File: src/rtl/encoder_poll_scheduler_if.sv
// Purpose: bundles the scheduler's control, response and status signals for the encoder poll path.
// Latency: wiring only, no logic.
// Backpressure: none. Requests and responses are single-cycle pulses. Status outputs are registered in the scheduler.
//
// Ports (slave = scheduler view):
//   inputs : enable, host_req, resp_valid, resp_angle[23:0], resp_crc_ok
//   outputs: key, busy, angle_out[23:0], angle_valid, host_done, xfer_fail,
//            timeout_cnt[15:0], crc_err_cnt[15:0]
interface encoder_poll_scheduler_if;
  logic        enable;
  logic        host_req;
  logic        resp_valid;
  logic [23:0] resp_angle;
  logic        resp_crc_ok;
  logic        key;
  logic        busy;
  logic [23:0] angle_out;
  logic        angle_valid;
  logic        host_done;
  logic        xfer_fail;
  logic [15:0] timeout_cnt;
  logic [15:0] crc_err_cnt;

  // Motion-control side plus response source: drives requests and responses, observes status.
  modport master (
    output enable, host_req, resp_valid, resp_angle, resp_crc_ok,
    input  key, busy, angle_out, angle_valid, host_done, xfer_fail,
    timeout_cnt, crc_err_cnt
  );

  // Scheduler side.
  modport slave (
    input  enable, host_req, resp_valid, resp_angle, resp_crc_ok,
    output key, busy, angle_out, angle_valid, host_done, xfer_fail,
    timeout_cnt, crc_err_cnt
  );
endinterface

File: src/rtl/encoder_poll_scheduler.sv
// Purpose: issues encoder acquire triggers from a poll timer and host requests, with timeout, CRC retry and angle latch.
// Latency: host_req to key takes 2 cycles. A good resp_valid gives angle_valid 1 cycle later. host_done follows angle_valid by GAP_CYC cycles.
// Backpressure: none. Requests that arrive while busy are held as one pending flag per source and merge; they are never queued.
//
// Ports:
//   clk, rst_n : clock and asynchronous active-low reset
//   bus        : encoder_poll_scheduler_if.slave. It carries the enable, host_req and resp_* inputs,
//                and the key, busy, angle_*, host_done, xfer_fail, timeout_cnt and crc_err_cnt outputs.
module encoder_poll_scheduler #(
  parameter int PERIOD_CYC  = 10000,
  parameter int TRIG_CYC    = 4,
  parameter int TIMEOUT_CYC = 5000,
  parameter int GAP_CYC     = 200,
  parameter int MAX_RETRY   = 2
) (
  input logic                      clk,
  input logic                      rst_n,
  encoder_poll_scheduler_if.slave  bus
);

  localparam int TMR_W   = (PERIOD_CYC > 1) ? $clog2(PERIOD_CYC) : 1;
  // One phase counter serves the TRIG, WAIT and GAP states. Size it for the longest of the three.
  localparam int CNT_MAX = (TIMEOUT_CYC > GAP_CYC)
                           ? ((TIMEOUT_CYC > TRIG_CYC) ? TIMEOUT_CYC : TRIG_CYC)
                           : ((GAP_CYC > TRIG_CYC) ? GAP_CYC : TRIG_CYC);
  localparam int CNT_W   = $clog2(CNT_MAX + 1);
  localparam int RTY_W   = (MAX_RETRY > 0) ? $clog2(MAX_RETRY + 1) : 1;

  typedef enum logic [1:0] {
    IDLE = 2'd0,
    TRIG = 2'd1,
    WAIT = 2'd2,
    GAP  = 2'd3
  } state_t;

  state_t             state_q, state_d;
  logic [TMR_W-1:0]   timer_q, timer_d;
  logic [CNT_W-1:0]   cnt_q, cnt_d;
  logic [RTY_W-1:0]   retry_q, retry_d;
  logic               retry_pend_q, retry_pend_d;
  logic               pend_poll_q, pend_poll_d;
  logic               pend_host_q, pend_host_d;
  // Only the host origin needs tracking. A poll-only transaction has no completion pulse.
  logic               cur_host_q, cur_host_d;
  logic               key_q, key_d;
  logic               busy_q, busy_d;
  logic [23:0]        angle_q, angle_d;
  logic               angle_valid_q, angle_valid_d;
  logic               host_done_q, host_done_d;
  logic               xfer_fail_q, xfer_fail_d;
  logic [15:0]        to_cnt_q, to_cnt_d;
  logic [15:0]        crc_cnt_q, crc_cnt_d;

  logic               poll_tick;
  logic               take;
  logic               err;

  always_comb begin
    state_d       = state_q;
    timer_d       = timer_q;
    cnt_d         = cnt_q;
    retry_d       = retry_q;
    retry_pend_d  = retry_pend_q;
    cur_host_d    = cur_host_q;
    angle_d       = angle_q;
    angle_valid_d = 1'b0;
    host_done_d   = 1'b0;
    xfer_fail_d   = 1'b0;
    to_cnt_d      = to_cnt_q;
    crc_cnt_d     = crc_cnt_q;
    take          = 1'b0;
    err           = 1'b0;

    // Free-running poll timer. Its terminal count is the poll tick.
    poll_tick = bus.enable && (timer_q == TMR_W'(PERIOD_CYC - 1));
    if (!bus.enable) begin
      timer_d = '0;
    end else if (poll_tick) begin
      timer_d = '0;
    end else begin
      timer_d = timer_q + TMR_W'(1);
    end

    case (state_q)
      IDLE: begin
        if (pend_poll_q || pend_host_q) begin
          take       = 1'b1;
          cur_host_d = pend_host_q;
          retry_d    = '0;
          cnt_d      = '0;
          state_d    = TRIG;
        end
      end

      TRIG: begin
        if (cnt_q == CNT_W'(TRIG_CYC - 1)) begin
          cnt_d   = '0;
          state_d = WAIT;
        end else begin
          cnt_d = cnt_q + CNT_W'(1);
        end
      end

      WAIT: begin
        // A response takes precedence over a timeout that lands in the same cycle.
        if (bus.resp_valid) begin
          if (bus.resp_crc_ok) begin
            angle_d       = bus.resp_angle;
            angle_valid_d = 1'b1;
            retry_pend_d  = 1'b0;
            cnt_d         = '0;
            state_d       = GAP;
          end else begin
            crc_cnt_d = (crc_cnt_q == 16'hFFFF) ? crc_cnt_q : crc_cnt_q + 16'd1;
            err       = 1'b1;
          end
        end else if (cnt_q == CNT_W'(TIMEOUT_CYC - 1)) begin
          to_cnt_d = (to_cnt_q == 16'hFFFF) ? to_cnt_q : to_cnt_q + 16'd1;
          err      = 1'b1;
        end else begin
          cnt_d = cnt_q + CNT_W'(1);
        end

        // Every error passes through GAP. retry_pend records whether GAP leads back to TRIG.
        if (err) begin
          cnt_d   = '0;
          state_d = GAP;
          if (retry_q < RTY_W'(MAX_RETRY)) begin
            retry_d      = retry_q + RTY_W'(1);
            retry_pend_d = 1'b1;
          end else begin
            xfer_fail_d  = 1'b1;
            retry_pend_d = 1'b0;
          end
        end
      end

      GAP: begin
        if (cnt_q == CNT_W'(GAP_CYC - 1)) begin
          cnt_d = '0;
          if (retry_pend_q) begin
            state_d = TRIG;
          end else begin
            state_d     = IDLE;
            host_done_d = cur_host_q;
          end
        end else begin
          cnt_d = cnt_q + CNT_W'(1);
        end
      end

      default: begin
        state_d = IDLE;
      end
    endcase

    // A request that arrives in the same cycle as a take re-arms its flag, so it is not lost.
    // A poll tick that arrives while pend_poll is already set leaves the flag at 1, so the overrun is dropped.
    pend_poll_d = bus.enable && (poll_tick || (pend_poll_q && !take));
    pend_host_d = bus.host_req || (pend_host_q && !take);

    // key and busy are registered from the next state, so both change on the same edge as the state.
    key_d  = (state_d == TRIG);
    busy_d = (state_d != IDLE);
  end

  always_ff @(posedge clk or negedge rst_n) begin
    if (!rst_n) begin
      state_q       <= IDLE;
      timer_q       <= '0;
      cnt_q         <= '0;
      retry_q       <= '0;
      retry_pend_q  <= 1'b0;
      pend_poll_q   <= 1'b0;
      pend_host_q   <= 1'b0;
      cur_host_q    <= 1'b0;
      key_q         <= 1'b0;
      busy_q        <= 1'b0;
      angle_q       <= '0;
      angle_valid_q <= 1'b0;
      host_done_q   <= 1'b0;
      xfer_fail_q   <= 1'b0;
      to_cnt_q      <= '0;
      crc_cnt_q     <= '0;
    end else begin
      state_q       <= state_d;
      timer_q       <= timer_d;
      cnt_q         <= cnt_d;
      retry_q       <= retry_d;
      retry_pend_q  <= retry_pend_d;
      pend_poll_q   <= pend_poll_d;
      pend_host_q   <= pend_host_d;
      cur_host_q    <= cur_host_d;
      key_q         <= key_d;
      busy_q        <= busy_d;
      angle_q       <= angle_d;
      angle_valid_q <= angle_valid_d;
      host_done_q   <= host_done_d;
      xfer_fail_q   <= xfer_fail_d;
      to_cnt_q      <= to_cnt_d;
      crc_cnt_q     <= crc_cnt_d;
    end
  end

  assign bus.key         = key_q;
  assign bus.busy        = busy_q;
  assign bus.angle_out   = angle_q;
  assign bus.angle_valid = angle_valid_q;
  assign bus.host_done   = host_done_q;
  assign bus.xfer_fail   = xfer_fail_q;
  assign bus.timeout_cnt = to_cnt_q;
  assign bus.crc_err_cnt = crc_cnt_q;

endmodule
File: src/flat_wrapper.sv
// flat-port wrapper written by rule: the top's interface ports become plain ports
module encoder_poll_scheduler_flat 
#(
  parameter int PERIOD_CYC  = 10000,
  parameter int TRIG_CYC    = 4,
  parameter int TIMEOUT_CYC = 5000,
  parameter int GAP_CYC     = 200,
  parameter int MAX_RETRY   = 2
)
  (clk, rst_n, bus_enable, bus_host_req, bus_resp_valid, bus_resp_angle, bus_resp_crc_ok, bus_key, bus_busy, bus_angle_out, bus_angle_valid, bus_host_done, bus_xfer_fail, bus_timeout_cnt, bus_crc_err_cnt);
  encoder_poll_scheduler_if bus_i ();
  input logic clk;
  input logic rst_n;
  input wire logic [$bits(bus_i.enable)-1:0] bus_enable;
  input wire logic [$bits(bus_i.host_req)-1:0] bus_host_req;
  input wire logic [$bits(bus_i.resp_valid)-1:0] bus_resp_valid;
  input wire logic [$bits(bus_i.resp_angle)-1:0] bus_resp_angle;
  input wire logic [$bits(bus_i.resp_crc_ok)-1:0] bus_resp_crc_ok;
  output wire logic [$bits(bus_i.key)-1:0] bus_key;
  output wire logic [$bits(bus_i.busy)-1:0] bus_busy;
  output wire logic [$bits(bus_i.angle_out)-1:0] bus_angle_out;
  output wire logic [$bits(bus_i.angle_valid)-1:0] bus_angle_valid;
  output wire logic [$bits(bus_i.host_done)-1:0] bus_host_done;
  output wire logic [$bits(bus_i.xfer_fail)-1:0] bus_xfer_fail;
  output wire logic [$bits(bus_i.timeout_cnt)-1:0] bus_timeout_cnt;
  output wire logic [$bits(bus_i.crc_err_cnt)-1:0] bus_crc_err_cnt;
  assign bus_i.enable = bus_enable;
  assign bus_i.host_req = bus_host_req;
  assign bus_i.resp_valid = bus_resp_valid;
  assign bus_i.resp_angle = bus_resp_angle;
  assign bus_i.resp_crc_ok = bus_resp_crc_ok;
  assign bus_key = bus_i.key;
  assign bus_busy = bus_i.busy;
  assign bus_angle_out = bus_i.angle_out;
  assign bus_angle_valid = bus_i.angle_valid;
  assign bus_host_done = bus_i.host_done;
  assign bus_xfer_fail = bus_i.xfer_fail;
  assign bus_timeout_cnt = bus_i.timeout_cnt;
  assign bus_crc_err_cnt = bus_i.crc_err_cnt;
  encoder_poll_scheduler #(.PERIOD_CYC(PERIOD_CYC), .TRIG_CYC(TRIG_CYC), .TIMEOUT_CYC(TIMEOUT_CYC), .GAP_CYC(GAP_CYC), .MAX_RETRY(MAX_RETRY)) u_core (.clk(clk), .rst_n(rst_n), .bus(bus_i));
endmodule
File: config.mk
export PLATFORM = sky130hd
export DESIGN_NAME = encoder_poll_scheduler_flat
export DESIGN_NICKNAME = d
export VERILOG_FILES = /design/src/rtl/encoder_poll_scheduler_if.sv /design/src/rtl/encoder_poll_scheduler.sv /design/src/flat_wrapper.sv
export SDC_FILE = /design/constraint.sdc
export NUM_CORES = 1
export LEC_CHECK = 0
export CORE_AREA = 2 2 102 104
export CTS_BUF_LIST = sky130_fd_sc_hd__clkbuf_16
export CTS_CLUSTER_DIAMETER = 150
export CTS_CLUSTER_SIZE = 16
export DETAILED_ROUTE_END_ITERATION = 8
export DIE_AREA = 0 0 104 106
export PLACE_DENSITY = 0.85
export SLEW_MARGIN = 30
export SYNTH_ARGS = -nofsm -noshare
export SYNTH_HDL_FRONTEND = slang
export SYNTH_SLANG_ARGS = --single-unit
File: constraint.sdc
create_clock -name clk -period 2.57 [get_ports clk]
set_clock_uncertainty 0.1 [all_clocks]
set_input_delay 0.514 -clock clk [delete_from_list [all_inputs] [get_ports clk]]
set_output_delay 0.514 -clock clk [all_outputs]
set_load 0.03 [all_outputs]
Yosys cells after proc, flatten, opt, wreduce, memory -nomap -nowiden:

Cells that the tools add are included.

* memory bits (writable): 0
* memory bits (read-only): 0
* bits in registers: 96
* bits in latches: 0
* logic and storage cells: 102
* output and inout port bits: 61
* memories: 0
* input bits: 30

* add/sub/neg operators: 5
* reduce and logical (&&, ||, !) cells: 20
* muxes and demuxes: 41
* equality and inequality tests: 15
* multipliers: 0
* shift-type cells: 0
* bitwise logic cells: 4
* divide/modulo/power cells: 0
* order comparisons: 1

Operator list (number)
* 2-to-1 mux 13 bit: 7
* case mux 13 bit (4 select lines): 1
* adder 16 x 1 -> 16 bit, second input constant: 2
* equality test 16 bit, second input constant: 2
* 2-to-1 mux 14 bit: 2
* 2-to-1 mux 1 bit: 20
* 2-to-1 mux 2 bit: 9
* adder 14 x 1 -> 14 bit, second input constant: 1
* equality test 14 bit, second input constant: 1
* adder 13 x 1 -> 13 bit, second input constant: 1
* equality test 13 bit, second input constant: 1
* equality test 13 x 2 -> 1 bit, second input constant: 1
* equality test 13 x 8 -> 1 bit, second input constant: 1
* AND reduction 4 bit: 3
* AND reduction 3 bit: 3
* case mux 2 bit (4 select lines): 1
* nonzero test 2 bit: 4
* inequality test 2 x 1 -> 1 bit, second input constant: 3
* equality test 2 x 1 -> 1 bit, second input constant: 2
* equality test 2 bit, second input constant: 2
* logical AND 1 bit: 4
* inequality test 4 x 3 -> 1 bit, second input constant: 1
* inequality test 4 bit, second input constant: 1
* NOT 1 bit: 4
* other kinds (7): 9

Depth between registers and ports, before layout:

* depth after elaboration: 7
* gate-level depth with buffers: 7
* depth with buffers taken out: 6

Least setup slack after synthesis:

No wires, ideal clock.

* kind: register -> register
* start: register u_core.cnt_q[4]
* end: register u_core.to_cnt_q[15] (netlist: u_core.bus.timeout_cnt[15])
* stages on the path, launching flop included: 6
* period minus slack after synthesis: 2563 ps
* arrival time: 2336 ps
* buffers on the path: 0
* setup time: 128 ps
* slack: 7 ps
* data required time: 2342 ps
* cell sequence: dfrtp_1 > or4_4 > or4_4 > nor4_4 > nand4_1 > mux2_1

* cells in the longest elaborated chain, start to end: 2

Ends and longest elaborated chain
* start: declaration: RTL line encoder_poll_scheduler.sv:38 `logic [CNT_W-1:0] cnt_q, cnt_d;`
* start signal: assignment: RTL line encoder_poll_scheduler.sv:188 `cnt_q <= cnt_d;`
* equality test 13 bit: RTL line encoder_poll_scheduler.sv:117 `end else if (cnt_q == CNT_W'(TIMEOUT_CYC - 1)) begin`
* AND reduction 4 bit (no source line)
* end signal: assignment: RTL line encoder_poll_scheduler.sv:200 `to_cnt_q <= to_cnt_d;`
* end: declaration: RTL line encoder_poll_scheduler.sv:51 `logic [15:0] to_cnt_q, to_cnt_d;`

Every way passes these cells.
A chain may end at the register's enable or synchronous reset.

Worst setup path after layout:

Same ends and word-level chain as after synthesis.

==> out/metrics.yaml <==
via_per_inst: 5.36
layout.cells.non_filler: 661
critical_path.most_common_cell: "or4_4"
yosysMostFrequentCell: "dfrtp_1"
critical-path-max-stage-delay_ps: 570
post-route-drc-count: 0
fillers: 839
grt_pass1_vias: 3588
grt_max_degree: 53
netlist_area_sq_um: 4450
holdPathStages: 1
gr-total-overflow: 0
netlist_instances: 414
syn2layout_area_growth_pct: 33.5
synth-seq-cells: 96
cp-start-kind: "flip-flop"
antenna_found_initial: 0
core-area_sq_um: 10000
worstPathRequired_ps: 2690
async_reset_ff_frac: 1.00
post-route-util: 0.593
finalCritPeriodShare: 0.971
synth_top_area_share: 0.540
routed_wl_um: 10100
crit_fanout: 4
fin_nets: 554
slew_viol_final: 0
hold_viol: 0
synth.distinct_cells: 47
drive_above_1_share: 0.122
cts_buffers: 9
final-setup-viol-count: 0
path_cells: "or4_4 > or4_4 > nor4_4 > nand4_1 > mux2_1"
outcome: "completed"
dr.pass1.iters: 4
die_h_um: 106
crit_type: "reg2reg"
cp.depth: 5
cts_root_buf: "clkbuf_16"
post-place-cells: 644
synth_edf_count: 0
place.gp.congestion: 0.864
clk_pin_slew_ps: 70
cp.arrival_ps: 2620
ys_top_cells_by_area: "dfrtp_1, mux2_2, xnor2_1, nand2_1, nor2_1"
p_per_area_nw_per_um2: 610
relSlewSlack: 0.622
syn_nets: 448
detail-route-antenna-nets: 0
synth-main-ff-cell: "dfrtp_1"
fin_crit_ps: 2490
synth_commonest_cells: "dfrtp_1, nand2_1, nor2_1"
hpwl_um: 7300
drt-initial-drc-count: 132
synth_area_leader_cell: "dfrtp_1"
tritoncts: "yes"
ys_warn_count: 0
rsz0062_at_grt: "no"
grt_usage: 0.189
hold_path_class: "reg2reg"
p_leak_nw: 2.58
endpoint_kind: "flip-flop"
num_rows: 37
dieArea_sq_um: 11000
avgSynthCellArea_sq_um: 10.7
multiInputGateArea_sq_um: 1980
io_pins: 91
die_w_um: 104
r2r_cells: 5
initial_core_util: 0.445
grt_pass1_wl_um: 17000
cts.sinks: 96
tightest_slew_ps: 566
max_freq_ghz: 0.401
diodes: 0
peakVddDrop_mv: 0.443
seq_area_sq_um: 2400
r2r_slack_ps: 80
maxCapViolations: 0
path_delay_family: "simple AND/OR/NAND/NOR gates"
vias: 3543
critPathBufInv: 0
clk_latency_ps: 340
slowest_stage: "or4_4"
h-tree-depth: 3
avgRoutedWirePerCell_um: 15.3
ys_seq_area_frac: 0.540
numPortBuffers: 90
clockBufferDepth: 2
[layer usage]
metal	routed length, um	vias up	track usage
met2	5320	103	0.336
met1	4290	1747	0.232
li1	-	1677	-
met3	354	16	0.0368
met4	176	0	0.0647
met5	0	-	0
[worst paths after layout]
kind / start / end
min in group asynchronous: rst_n / u_core.bus.host_done$_DFF_PN0_
max: u_core.cnt_q[4]$_DFFE_PN0P_ / u_core.bus.timeout_cnt[15]$_DFFE_PN0P_
min: u_core.retry_q[0]$_DFFE_PN0P_ / u_core.retry_q[0]$_DFFE_PN0P_
max reg2reg: u_core.cnt_q[4]$_DFFE_PN0P_ / u_core.bus.timeout_cnt[15]$_DFFE_PN0P_
max in group asynchronous: rst_n / u_core.bus.angle_out[10]$_DFFE_PN0P_
min reg2reg: u_core.retry_q[0]$_DFFE_PN0P_ / u_core.retry_q[0]$_DFFE_PN0P_
[cell usage in the layout (no fill, tap or decap), types with 4 or more instances in the layout]
cell / instances
o21ai_0: 21
mux2_2: 27
nand2b_1: 9
inv_1: 9
nand2_1: 41
xnor2_1: 24
ha_1: 4
clkdlybuf4s50_1: 89
and2_1: 4
nand4_1: 18
buf_4: 16
dfrtp_1: 96
and3_1: 9
or4_1: 5
nand3_1: 22
xor2_1: 16
clkbuf_16: 9
o211ai_1: 4
nor2_1: 39
nor3_1: 12
nor4_1: 4
[flip-flops by register name, indices dropped and copies added (netlist names)]
register / flops
u_core.bus.angle_out: 24
u_core.bus.angle_valid: 1
u_core.bus.busy: 1
u_core.bus.crc_err_cnt: 16
u_core.bus.host_done: 1
u_core.bus.key: 1
u_core.bus.timeout_cnt: 16
u_core.bus.xfer_fail: 1
u_core.cnt_q: 13
u_core.cur_host_q: 1
u_core.pend_host_q: 1
u_core.pend_poll_q: 1
u_core.retry_pend_q: 1
u_core.retry_q: 2
u_core.state_q: 2
u_core.timer_q: 14
[logic make-up after synthesis]
family / after synthesis / synth area share
compound gates: 44 / 0.0636
xor+xnor: 40 / 0.0788
fa+ha+maj: 4 / 0.0113
buf+inv: 20 / 0.0189
flops: 96 / 0.540
mux: 31 / 0.0777
simple gates: 179 / 0.209
[report_power, final]
part | internal, mW | switching [mW] | total (mW)
combinational | 0.238 | 0.260 | 0.499
clock | 0.845 | 0.572 | 1.42
sequential | 1.60 | 0.104 | 1.70
total | 2.68 | 0.936 | 3.62
[final cells by class]
type | instances | area share
clock inverter | 7 | 0.0148
multi-input combinational | 298 | 0.333
clock buffer | 9 | 0.0380
timing repair buffer | 107 | 0.175
sequential | 96 | 0.405
inverter | 8 | 0.00506
tap | 136 | 0.0287
[through the flow]
| stage | setup TNS [ps] | hold slack (ps) | power, mW | instance area [sq um] | setup WS, ps |
|---|---|---|---|---|---|
| floorplan | 0 | 118 | 1.99 | 4450 | 6.59 |
| global placement | -162 | 289 | 2.19 | 5590 | -106 |
| detailed placement | -92.1 | 287 | 2.22 | 5590 | -62.0 |
| CTS | 0 | 391 | 3.64 | 5920 | 33.6 |
| global route | 0 | 401 | 3.76 | 5930 | 19.5 |
| finish | 0 | 391 | 3.62 | 5930 | 75.3 |
[timing repair]
item                                    4_1_cts  5_1_grt
gates resized for setup                       0        2
endpoints found under the setup margin        0        9
hold buffers                                  1        0
setup buffers                                 0        0
hold endpoints to repair                     13        0
Note: power is estimated with default switching activity, not from simulation.
